**src/rtl/inst_decoder_pkg.sv**
```systemverilog
// Shared definitions for the decode stage of the 16-bit, 4-register core.
// Contents: opcode encodings, ALU operation codes, instruction field bit
// positions, the datapath control bundle type and a helper that builds one.
// Used by inst_decoder_ctrl and inst_decoder.
package inst_decoder_pkg;

  // Opcode encodings (instr[15:12])
  localparam logic [3:0] OP_NOP  = 4'h0;
  localparam logic [3:0] OP_ADD  = 4'h1;
  localparam logic [3:0] OP_SUB  = 4'h2;
  localparam logic [3:0] OP_AND  = 4'h3;
  localparam logic [3:0] OP_OR   = 4'h4;
  localparam logic [3:0] OP_XOR  = 4'h5;
  localparam logic [3:0] OP_SLT  = 4'h6;
  localparam logic [3:0] OP_SLL  = 4'h7;
  localparam logic [3:0] OP_ADDI = 4'h8;
  localparam logic [3:0] OP_ANDI = 4'h9;
  localparam logic [3:0] OP_ORI  = 4'hA;
  localparam logic [3:0] OP_SLLI = 4'hB;
  localparam logic [3:0] OP_LW   = 4'hC;
  localparam logic [3:0] OP_SW   = 4'hD;
  localparam logic [3:0] OP_LI   = 4'hE;
  localparam logic [3:0] OP_HALT = 4'hF;

  // ALU operation codes; code 7 is reserved and never produced
  localparam logic [2:0] ALU_ADD = 3'd0;
  localparam logic [2:0] ALU_SUB = 3'd1;
  localparam logic [2:0] ALU_AND = 3'd2;
  localparam logic [2:0] ALU_OR  = 3'd3;
  localparam logic [2:0] ALU_XOR = 3'd4;
  localparam logic [2:0] ALU_SLT = 3'd5;
  localparam logic [2:0] ALU_SLL = 3'd6;

  // Instruction field positions; rd and imm deliberately overlap in [7:6]
  localparam int unsigned INSTR_W    = 16;
  localparam int unsigned OPCODE_LSB = 12;
  localparam int unsigned OPCODE_W   = 4;
  localparam int unsigned RS_LSB     = 10;
  localparam int unsigned RT_LSB     = 8;
  localparam int unsigned RD_LSB     = 6;
  localparam int unsigned REG_W      = 2;
  localparam int unsigned IMM_LSB    = 0;
  localparam int unsigned IMM_W      = 8;

  // Datapath control bundle
  typedef struct packed {
    logic       reg_dst;
    logic       reg_write;
    logic       alu_src1;
    logic       alu_src2;
    logic [2:0] alu_op;
    logic       mem_write;
    logic       mem_to_reg;
  } ctrl_t;

  localparam ctrl_t CTRL_NOP = 9'h000;

  function automatic ctrl_t make_ctrl(
    input logic       reg_dst,
    input logic       reg_write,
    input logic       alu_src1,
    input logic       alu_src2,
    input logic [2:0] alu_op,
    input logic       mem_write,
    input logic       mem_to_reg
  );
    ctrl_t c;
    c.reg_dst    = reg_dst;
    c.reg_write  = reg_write;
    c.alu_src1   = alu_src1;
    c.alu_src2   = alu_src2;
    c.alu_op     = alu_op;
    c.mem_write  = mem_write;
    c.mem_to_reg = mem_to_reg;
    return c;
  endfunction

endpackage

```
**src/rtl/inst_decoder_ctrl.sv**
```systemverilog
// Combinational opcode -> datapath control lookup.
// Ports:
//   opcode  in   4  instruction opcode
//   ctrl    out  9  control bundle (ctrl_t)
// HALT decodes to the all-zero bundle; the halt flag itself is produced in
// the top level when INST_DECODER_HALT_EN is defined.
module inst_decoder_ctrl
  import inst_decoder_pkg::*;
(
  input  logic [3:0] opcode,
  output ctrl_t      ctrl
);

  // Control table lookup
  always_comb begin
    ctrl = CTRL_NOP;
    case (opcode)
      OP_NOP:  ctrl = CTRL_NOP;
      OP_ADD:  ctrl = make_ctrl(1'b1, 1'b1, 1'b0, 1'b0, ALU_ADD, 1'b0, 1'b0);
      OP_SUB:  ctrl = make_ctrl(1'b1, 1'b1, 1'b0, 1'b0, ALU_SUB, 1'b0, 1'b0);
      OP_AND:  ctrl = make_ctrl(1'b1, 1'b1, 1'b0, 1'b0, ALU_AND, 1'b0, 1'b0);
      OP_OR:   ctrl = make_ctrl(1'b1, 1'b1, 1'b0, 1'b0, ALU_OR,  1'b0, 1'b0);
      OP_XOR:  ctrl = make_ctrl(1'b1, 1'b1, 1'b0, 1'b0, ALU_XOR, 1'b0, 1'b0);
      OP_SLT:  ctrl = make_ctrl(1'b1, 1'b1, 1'b0, 1'b0, ALU_SLT, 1'b0, 1'b0);
      OP_SLL:  ctrl = make_ctrl(1'b1, 1'b1, 1'b0, 1'b0, ALU_SLL, 1'b0, 1'b0);
      OP_ADDI: ctrl = make_ctrl(1'b0, 1'b1, 1'b0, 1'b1, ALU_ADD, 1'b0, 1'b0);
      OP_ANDI: ctrl = make_ctrl(1'b0, 1'b1, 1'b0, 1'b1, ALU_AND, 1'b0, 1'b0);
      OP_ORI:  ctrl = make_ctrl(1'b0, 1'b1, 1'b0, 1'b1, ALU_OR,  1'b0, 1'b0);
      OP_SLLI: ctrl = make_ctrl(1'b0, 1'b1, 1'b0, 1'b1, ALU_SLL, 1'b0, 1'b0);
      OP_LW:   ctrl = make_ctrl(1'b0, 1'b1, 1'b0, 1'b1, ALU_ADD, 1'b0, 1'b1);
      OP_SW:   ctrl = make_ctrl(1'b0, 1'b0, 1'b0, 1'b1, ALU_ADD, 1'b1, 1'b0);
      // LI: ALU A forced to 0 so the result is 0 + imm
      OP_LI:   ctrl = make_ctrl(1'b0, 1'b1, 1'b1, 1'b1, ALU_ADD, 1'b0, 1'b0);
      OP_HALT: ctrl = CTRL_NOP;
      default: ctrl = CTRL_NOP;
    endcase
  end

endmodule

```
**src/rtl/inst_decoder.sv**
```systemverilog
// Decode stage: slices the fetched instruction into register addresses and
// immediate, looks up datapath control, and registers everything (latency 1).
// Per-edge priority: flush (load NOP/all-0) > stall (hold) > decode.
// Optional feature macro: INST_DECODER_HALT_EN adds a registered halt output
// that is 1 after an opcode 0xF decode.
// Ports:
//   clk, rst_n              clock, async active-low reset
//   instruction  in   16    fetched instruction
//   stall        in   1     hold all outputs
//   flush        in   1     load bubble (all outputs 0)
//   opcode/rs_addr/rt_addr/rd_addr/immediate   registered raw field slices
//   RegDst/RegWrite/ALUSrc1/ALUSrc2/ALUOp/MemWrite/MemToReg  registered controls
//   halt         out  1     (INST_DECODER_HALT_EN only)
module inst_decoder
  import inst_decoder_pkg::*;
(
  input  logic        clk,
  input  logic        rst_n,
  input  logic [15:0] instruction,
  input  logic        stall,
  input  logic        flush,
  output logic [3:0]  opcode,
  output logic [1:0]  rs_addr,
  output logic [1:0]  rt_addr,
  output logic [1:0]  rd_addr,
  output logic [7:0]  immediate,
  output logic        RegDst,
  output logic        RegWrite,
  output logic        ALUSrc1,
  output logic        ALUSrc2,
  output logic [2:0]  ALUOp,
  output logic        MemWrite,
  output logic        MemToReg
`ifdef INST_DECODER_HALT_EN
  ,
  output logic        halt
`endif
);

  ctrl_t                ctrl_s;
  ctrl_t                ctrl_r;
  // Fields are pure slices, so holding the whole instruction is enough
  logic [INSTR_W-1:0]   instr_r;

  inst_decoder_ctrl u_ctrl (
    .opcode (instruction[OPCODE_LSB +: OPCODE_W]),
    .ctrl   (ctrl_s)
  );

  // Decode pipeline register with flush/stall priority
  always_ff @(posedge clk or negedge rst_n) begin
    if (!rst_n) begin
      instr_r <= 16'h0000;
      ctrl_r  <= CTRL_NOP;
    end else if (flush) begin
      instr_r <= 16'h0000;
      ctrl_r  <= CTRL_NOP;
    end else if (!stall) begin
      instr_r <= instruction;
      ctrl_r  <= ctrl_s;
    end
  end

`ifdef INST_DECODER_HALT_EN
  logic halt_r;

  // Halt flag register, same flush/stall priority as the decode register
  always_ff @(posedge clk or negedge rst_n) begin
    if (!rst_n) begin
      halt_r <= 1'b0;
    end else if (flush) begin
      halt_r <= 1'b0;
    end else if (!stall) begin
      halt_r <= (instruction[OPCODE_LSB +: OPCODE_W] == OP_HALT);
    end
  end

  assign halt = halt_r;
`endif

  assign opcode    = instr_r[OPCODE_LSB +: OPCODE_W];
  assign rs_addr   = instr_r[RS_LSB +: REG_W];
  assign rt_addr   = instr_r[RT_LSB +: REG_W];
  assign rd_addr   = instr_r[RD_LSB +: REG_W];
  assign immediate = instr_r[IMM_LSB +: IMM_W];

  assign RegDst    = ctrl_r.reg_dst;
  assign RegWrite  = ctrl_r.reg_write;
  assign ALUSrc1   = ctrl_r.alu_src1;
  assign ALUSrc2   = ctrl_r.alu_src2;
  assign ALUOp     = ctrl_r.alu_op;
  assign MemWrite  = ctrl_r.mem_write;
  assign MemToReg  = ctrl_r.mem_to_reg;

endmodule

```
**config.mk**
```make
export PLATFORM = sky130hd
export DESIGN_NAME = inst_decoder
export DESIGN_NICKNAME = d
export VERILOG_FILES = /design/src/rtl/inst_decoder_pkg.sv /design/src/rtl/inst_decoder_ctrl.sv /design/src/rtl/inst_decoder.sv
export SDC_FILE = /design/constraint.sdc
export NUM_CORES = 1
export LEC_CHECK = 0
export ABC_CLOCK_PERIOD_IN_PS = 900
export CAP_MARGIN = 20
export CORE_MARGIN = 2
export CORE_UTILIZATION = 43
export DETAILED_ROUTE_END_ITERATION = 8
export PLACE_DENSITY = 0.79
export SLEW_MARGIN = 20
export SYNTH_ARGS = -nofsm -noshare
export SYNTH_HDL_FRONTEND = slang
export SYNTH_SLANG_ARGS = --single-unit
```
**constraint.sdc**
```tcl
create_clock -name clk -period 0.9 [get_ports clk]
set_input_delay 0.135 -clock clk [delete_from_list [all_inputs] [get_ports clk]]
set_output_delay 0.135 -clock clk [all_outputs]
set_load 0.1 [all_outputs]
```
==> qor.csv, run 1 <==
metric,value,unit
sequential area share after synthesis,0.5071,
Post-DRT Antenna Nets,0,
minimum clock period,1.198,ns
Root Buffer,clkbuf_4,
PD cells,1333,nW/um^2
startpoint types,flip-flop,
Post-synth EDFFs,0,
crit path cell chain,buf_12,
Top Ports,47,
routed length on met1,1268,um
Ys Warns,0,
Psw,1.156,mW
WP buf/inv,1,
Slew headroom,0.8229,
routed via count,1052,
ys async rst share,1.000,
Final Hold Vio Count,0,
run status,"finished, violations left",
slowest CP cell,dfrtp_4,
vias in the first global route,1139,
DR pass1 iterations,4,
mean post-synth cell area,10.92,sq um
#FFs+latches synth,25,
Slowest Stage Delay on Critical Path,0.54,ns
# setup viols final,29,
CTS buffer count,3,
maxcap violations,0,
CTS tree,done,
ANT cells,0,
Yosys top cell by area,dfrtp_1,
Critical Path AT,1.06,ns
failing checks,setup timing,
GRT Total Usage,0.2027,
Sum Neg Setup Slack,-7.444,ns
clock latency at the later pin of the worst-skew pair,0.33,ns
f_max,0.8349,GHz
power share of the combinational group,0.392,
slack of the critical path,-0.2978,ns
post-route insts no fill,203,
highest routed layer,met4,
Slew @ Worst Pin,0.2657,ns
clock buffer depth,2,
drt wl/cell,15.52,um
power consumption,3.029,mW
fraction of layout cells with a size suffix above 1,0.5233,
metal2 WL,1676,um
Hold WC Path Type,primary input to asynchronous set/reset pin,
Worst Setup SP,instr_r[7],
"Top FF cell, synth",dfrtp_1,
grt ovf,0,
initial antenna violation count,0,
initial DRC count,21,
clock share of power,0.180,
Yosys cell types,29,
Worst path top cell family by delay,flip-flops,
leakage power,0.9607,nW
num rows,19,
largest net degree at the start of global routing,26,
Max Clock Skew,0,ns
Peak supply drop,1.507,mV
die span in y,57.57,um
"Reg clk slew, reported paths",0.15,ns
chip width,57.57,um
first-pass GRT wire length,5278,um
P&R area growth vs syn,84.18,%
Final Max Slew Viols,0,
final core occ,0.8311,
DRT Wirelength,3151,um
I/O Buffers,46,
met3 WL,120,um
gpl congestion,0.7835,
Final nets,198,
crit-path max FO,3,
top post-synthesis cells by area,"dfrtp_1, mux2i_1, nor2_1, ha_1, a21oi_1",
Placed Area,2180,sq um
"top cells by count, synth","dfrtp_1, nor2_1, mux2i_1",
vias per cell,5.182,
H-tree Lvls,1,
Synth Instances,113,
area of the core,2734,sq um
mapped cell area,1234,sq um
Synth top area share,0.5071,
DP Wirelength,2271,um
CP endpoint kind,output pin,
most frequent cell after synthesis,dfrtp_1,
final cycle utilization of the critical path,1.331,
Int Power,1.873,mW
final instance area,2272,sq um
RSZ-0062 raised after global routing,true,
Synthesized Nets,138,
required time worst endpoint,0.76,ns
switching power share of the total,0.3817,
Die ar.,3314,sq um
Seq pwr share,0.427,
initial core utilization,0.4513,
# DRC,0,
RR Startpoint,instr_r[0],
Placed Cells,196,
clock sink count,25,
Setup CP Type,flip-flop to output pin,
[flip-flops by register name, indices dropped and copies added (netlist names)]
register	cells
instr_r	16
ALUOp	3
ALUSrc1	1
ALUSrc2	1
MemToReg	1
MemWrite	1
RegDst	1
RegWrite	1
[power by group through the flow]
stage	Sequential [mW]	Combinational, mW	Clock [mW]
after global routing	1.30	1.24	0.598
after CTS	1.29	1.18	0.548
after floorplan	1.72	0.260	0
final	1.29	1.19	0.547
after detailed placement	1.32	1.16	0
after global placement	1.31	1.14	0
[cell families (layout without fill, tap and decap cells)]
family / Yosys count / after routing / share of synthesized area
AO/OA/AOI/OAI: 13 / 13 / 0.07200
adder cells (fa/ha/maj): 5 / 5 / 0.05071
buffers and inverters: 16 / 75 / 0.08923
flip-flops: 25 / 25 / 0.5071
multiplexers: 15 / 15 / 0.1217
AND/OR/NAND/NOR: 39 / 39 / 0.1592
[worst paths after layout]
path	end	slack, ns	cells after the start
min in group clk	instr_r[13]	0.23	3
setup reg to reg	instr_r[0]	-0.08	3
setup / recovery	rd_addr[1]	-0.30	1
max in group asynchronous	ALUOp[1]	0.60	2
hold reg to reg	instr_r[1]	0.63	2
hold / removal	instr_r[15]	0.13	2
[stage by stage]
step	setup WS (ns)	hold WS, ns
floorplan	-0.07911	-0.1606
global placement	-0.5800	0.5066
detailed placement	-0.6612	0.5104
CTS	-0.2941	0.1468
global route	-0.3193	0.1433
finish	-0.2978	0.1344
[cell usage in the layout (no fill, tap or decap), types with 2 or more instances in the layout]
master	Yosys	layout
clkdlybuf4s15_1	0	2
nor2_1	18	18
ha_1	5	4
buf_4	3	14
a21oi_1	7	7
inv_2	0	4
buf_12	0	30
nand2_1	7	7
clkbuf_4	0	3
nor3_1	2	2
dlygate4sd2_1	0	3
nand4b_1	3	3
a221oi_2	1	2
clkdlybuf4s50_1	0	14
dfrtp_4	0	25
buf_6	3	3
mux2i_1	15	14
nor2b_1	4	4
[cell type report]
type,instances,area [sq um]
tap,31,38.79
clock inverter,1,7.507
sequential,25,719.4
timing repair buffer,66,925.9
multi-input combinational,72,536.8
clock buffer,3,22.52
fill,159,461.7
inverter,5,21.27
[routing by layer]
| layer | up-vias | global-route usage |
|---|---|---|
| met5 | - | 0 |
| met4 | 0 | 0.06977 |
| met3 | 9 | 0.04082 |
| met2 | 28 | 0.3474 |
| met1 | 523 | 0.2540 |
| li1 | 492 | - |
[timing repair]
action	4_1_cts	5_1_grt
hold buffers	0	0
endpoints found under the setup margin	51	33
hold endpoints to repair	0	0
resized for setup	11	7
pin swaps	1	3
setup buffers	3	1
Power figures use the tool's default switching activity.
==> run 2, diff against run 1 <==
--- a/config.mk
+++ b/config.mk
@@ -6,12 +6,13 @@
 export NUM_CORES = 1
 export LEC_CHECK = 0
 export ABC_CLOCK_PERIOD_IN_PS = 900
-export CAP_MARGIN = 20
 export CORE_MARGIN = 2
-export CORE_UTILIZATION = 43
+export CORE_UTILIZATION = 44
 export DETAILED_ROUTE_END_ITERATION = 8
 export PLACE_DENSITY = 0.79
+export SKIP_CTS_REPAIR_TIMING = 1
 export SLEW_MARGIN = 20
 export SYNTH_ARGS = -nofsm -noshare
 export SYNTH_HDL_FRONTEND = slang
+export SYNTH_HIERARCHICAL = 1
 export SYNTH_SLANG_ARGS = --single-unit
==> run 2 against run 1 <==
  * Sequential share of layout area increased by 0.21 points
  * Global-route usage down 1.7 points
  * Register-to-register slack better by 0.05 ns
  * Fmax is 0.79% higher
  * Wire length up 4.4%
  * Cell count down 3.0%
  * The flow still finishes with violations (setup timing)
  * Die area is 1.1% higher
  * Critical path depth unchanged
  * Clock skew did not move
  * First-iteration DRC count down 14%
  * Cell area down 0.66%
==> qor.csv, run 2 <==
metric,value,unit
I/O Buffers,46,
Synth top area share,0.4897,
RR Startpoint,ALUOp[2],
Final Hold Vio Count,0,
Critical Path AT,1.05,ns
most frequent cells in the layout,"buf_12, dfrtp_4, mux2i_1, nor2_1, clkdlybuf4s50_1",
Worst Setup SP,instr_r[6],
startpoint types,flip-flop,
Slowest Stage Delay on Critical Path,0.54,ns
mean post-synth cell area,11.51,sq um
largest net degree at the start of global routing,26,
chip width,57.88,um
R2R setup slack,-0.03,ns
top post-synthesis cells by area,"dfrtp_1, mux2i_1, nor2_1, ha_1, buf_12",
run status,"finished, violations left",
"Reg clk slew, reported paths",0.16,ns
initial DRC count,18,
#FFs+latches synth,25,
R2R depth,3,
clock sink count,25,
drt wl/cell,16.71,um
final instance area,2257,sq um
ys async rst share,1.000,
RSZ-0062 raised after global routing,true,
fraction of layout cells with a size suffix above 1,0.4880,
Setup crit end,rd_addr[0],
Die ar.,3350,sq um
reg-to-reg critical path endpoint,ALUOp[2],
Yosys cell types,21,
sequential area share after synthesis,0.4897,
Synthesized Nets,138,
Setup CP Type,flip-flop to output pin,
Biggest register,instr_r,
# DRC,0,
DP Wirelength,2198,um
final cycle utilization of the critical path,1.320,
maxcap violations,0,
ANT cells,0,
Hold WC Path Type,primary input to asynchronous set/reset pin,
vias in the first global route,1001,
slack of the critical path,-0.2884,ns
Slew @ Worst Pin,0.3064,ns
Post-DRT Antenna Nets,0,
CTS buffer count,3,
Slew headroom,0.7954,
Ys Warns,6,
WP buf/inv,1,
clock buffer depth,2,
vias per cell,5.254,
Final Max Slew Viols,0,
first-pass GRT wire length,4740,um
Synth Instances,111,
DR pass1 iterations,4,
GRT Total Usage,0.1856,
routed via count,1035,
die span in y,57.88,um
grt ovf,0,
DRT Wirelength,3291,um
Post-synth EDFFs,0,
initial core utilization,0.4632,
most frequent cell after synthesis,mux2i_1,
cell depth of the worst setup path,1,
Top Ports,47,
"Top FF cell, synth",dfrtp_1,
Yosys top cell by area,dfrtp_1,
minimum clock period,1.188,ns
Worst path top cell family by delay,flip-flops,
Final nets,194,
P&R area growth vs syn,76.69,%
H-tree Lvls,1,
Max Clock Skew,0,ns
gpl congestion,0.7897,
"leading cell type in the layout, fill and taps excluded",buf_12,
failing checks,setup timing,
PD cells,1323,nW/um^2
Placed Area,2182,sq um
CTS tree,done,
final core occ,0.8185,
area of the core,2758,sq um
crit-path max FO,3,
Peak supply drop,1.104,mV
Root Buffer,clkbuf_4,
crit path cell chain,buf_12,
mapped cell area,1277,sq um
slowest CP cell,dfrtp_4,
clock latency at the later pin of the worst-skew pair,0.31,ns
required time worst endpoint,0.76,ns
num rows,19,
CP endpoint kind,output pin,
f_max,0.8415,GHz
# setup viols final,30,
max FFs per register,16,
initial antenna violation count,0,
leakage power,1.034,nW
"top cells by count, synth","mux2i_1, dfrtp_1, nor2_1",
-- run 2: routing by layer --
metal / up-vias / track usage / routed length (um)
met5: - / 0 / 0
met4: 0 / 0.08306 / 78
met3: 8 / 0.02679 / 128
met2: 34 / 0.3036 / 1728
met1: 518 / 0.2449 / 1355
li1: 475 / - / -
-- run 2: kinds of logic (layout without fill, tap and decap cells) --
kind of cell / count (synthesis) / in the layout / share of synthesized area
and+or+nand+nor: 33 / 33 / 0.1166
muxes: 26 / 26 / 0.2037
DFF: 25 / 25 / 0.4897
buffers and inverters: 13 / 68 / 0.08619
adders and majority gates: 7 / 7 / 0.06856
AOI/OAI and AO/OA: 7 / 7 / 0.03526
-- run 2: worst min-delay path by stage --
| stage | endpoint | slack, ns | depth (start not counted) |
|---|---|---|---|
| floorplan | ALUOp[0] | -0.16 | 0 |
| global placement | instr_r[13] | 0.50 | 2 |
| detailed placement | instr_r[13] | 0.50 | 2 |
| CTS | instr_r[14] | 0.11 | 2 |
| global route | instr_r[14] | 0.12 | 2 |
| finish | instr_r[1] | 0.12 | 2 |
-- run 2: per-stage QoR --
stage | setup slack [ns] | setup TNS (ns) | total power, mW | hold WS, ns | cells
final | -0.2884 | -7.053 | 2.987 | 0.1227 | 197
after global routing | -0.3302 | -8.160 | 3.107 | 0.1154 | 197
after floorplan | -0.06726 | -1.071 | 1.983 | -0.1606 | 111
after detailed placement | -0.7180 | -10.86 | 2.456 | 0.5037 | 190
after global placement | -0.6296 | -10.02 | 2.432 | 0.5019 | 190
after CTS | -0.3656 | -9.372 | 2.999 | 0.1143 | 194
-- run 2: layout make-up --
| type | instances | area, sq um |
|---|---|---|
| clock buffer | 3 | 22.52 |
| timing repair buffer | 61 | 899.6 |
| multi-input combinational | 73 | 558.0 |
| sequential | 25 | 719.4 |
| tap | 31 | 38.79 |
| clock inverter | 1 | 7.507 |
| inverter | 3 | 11.26 |
| fill | 166 | 500.5 |
-- run 2: where the power goes --
group,switching [mW],internal [mW],total (mW)
Sequential,0.0703,1.22,1.29
Combinational,0.697,0.470,1.17
Clock,0.362,0.170,0.532
Total,1.13,1.86,2.99
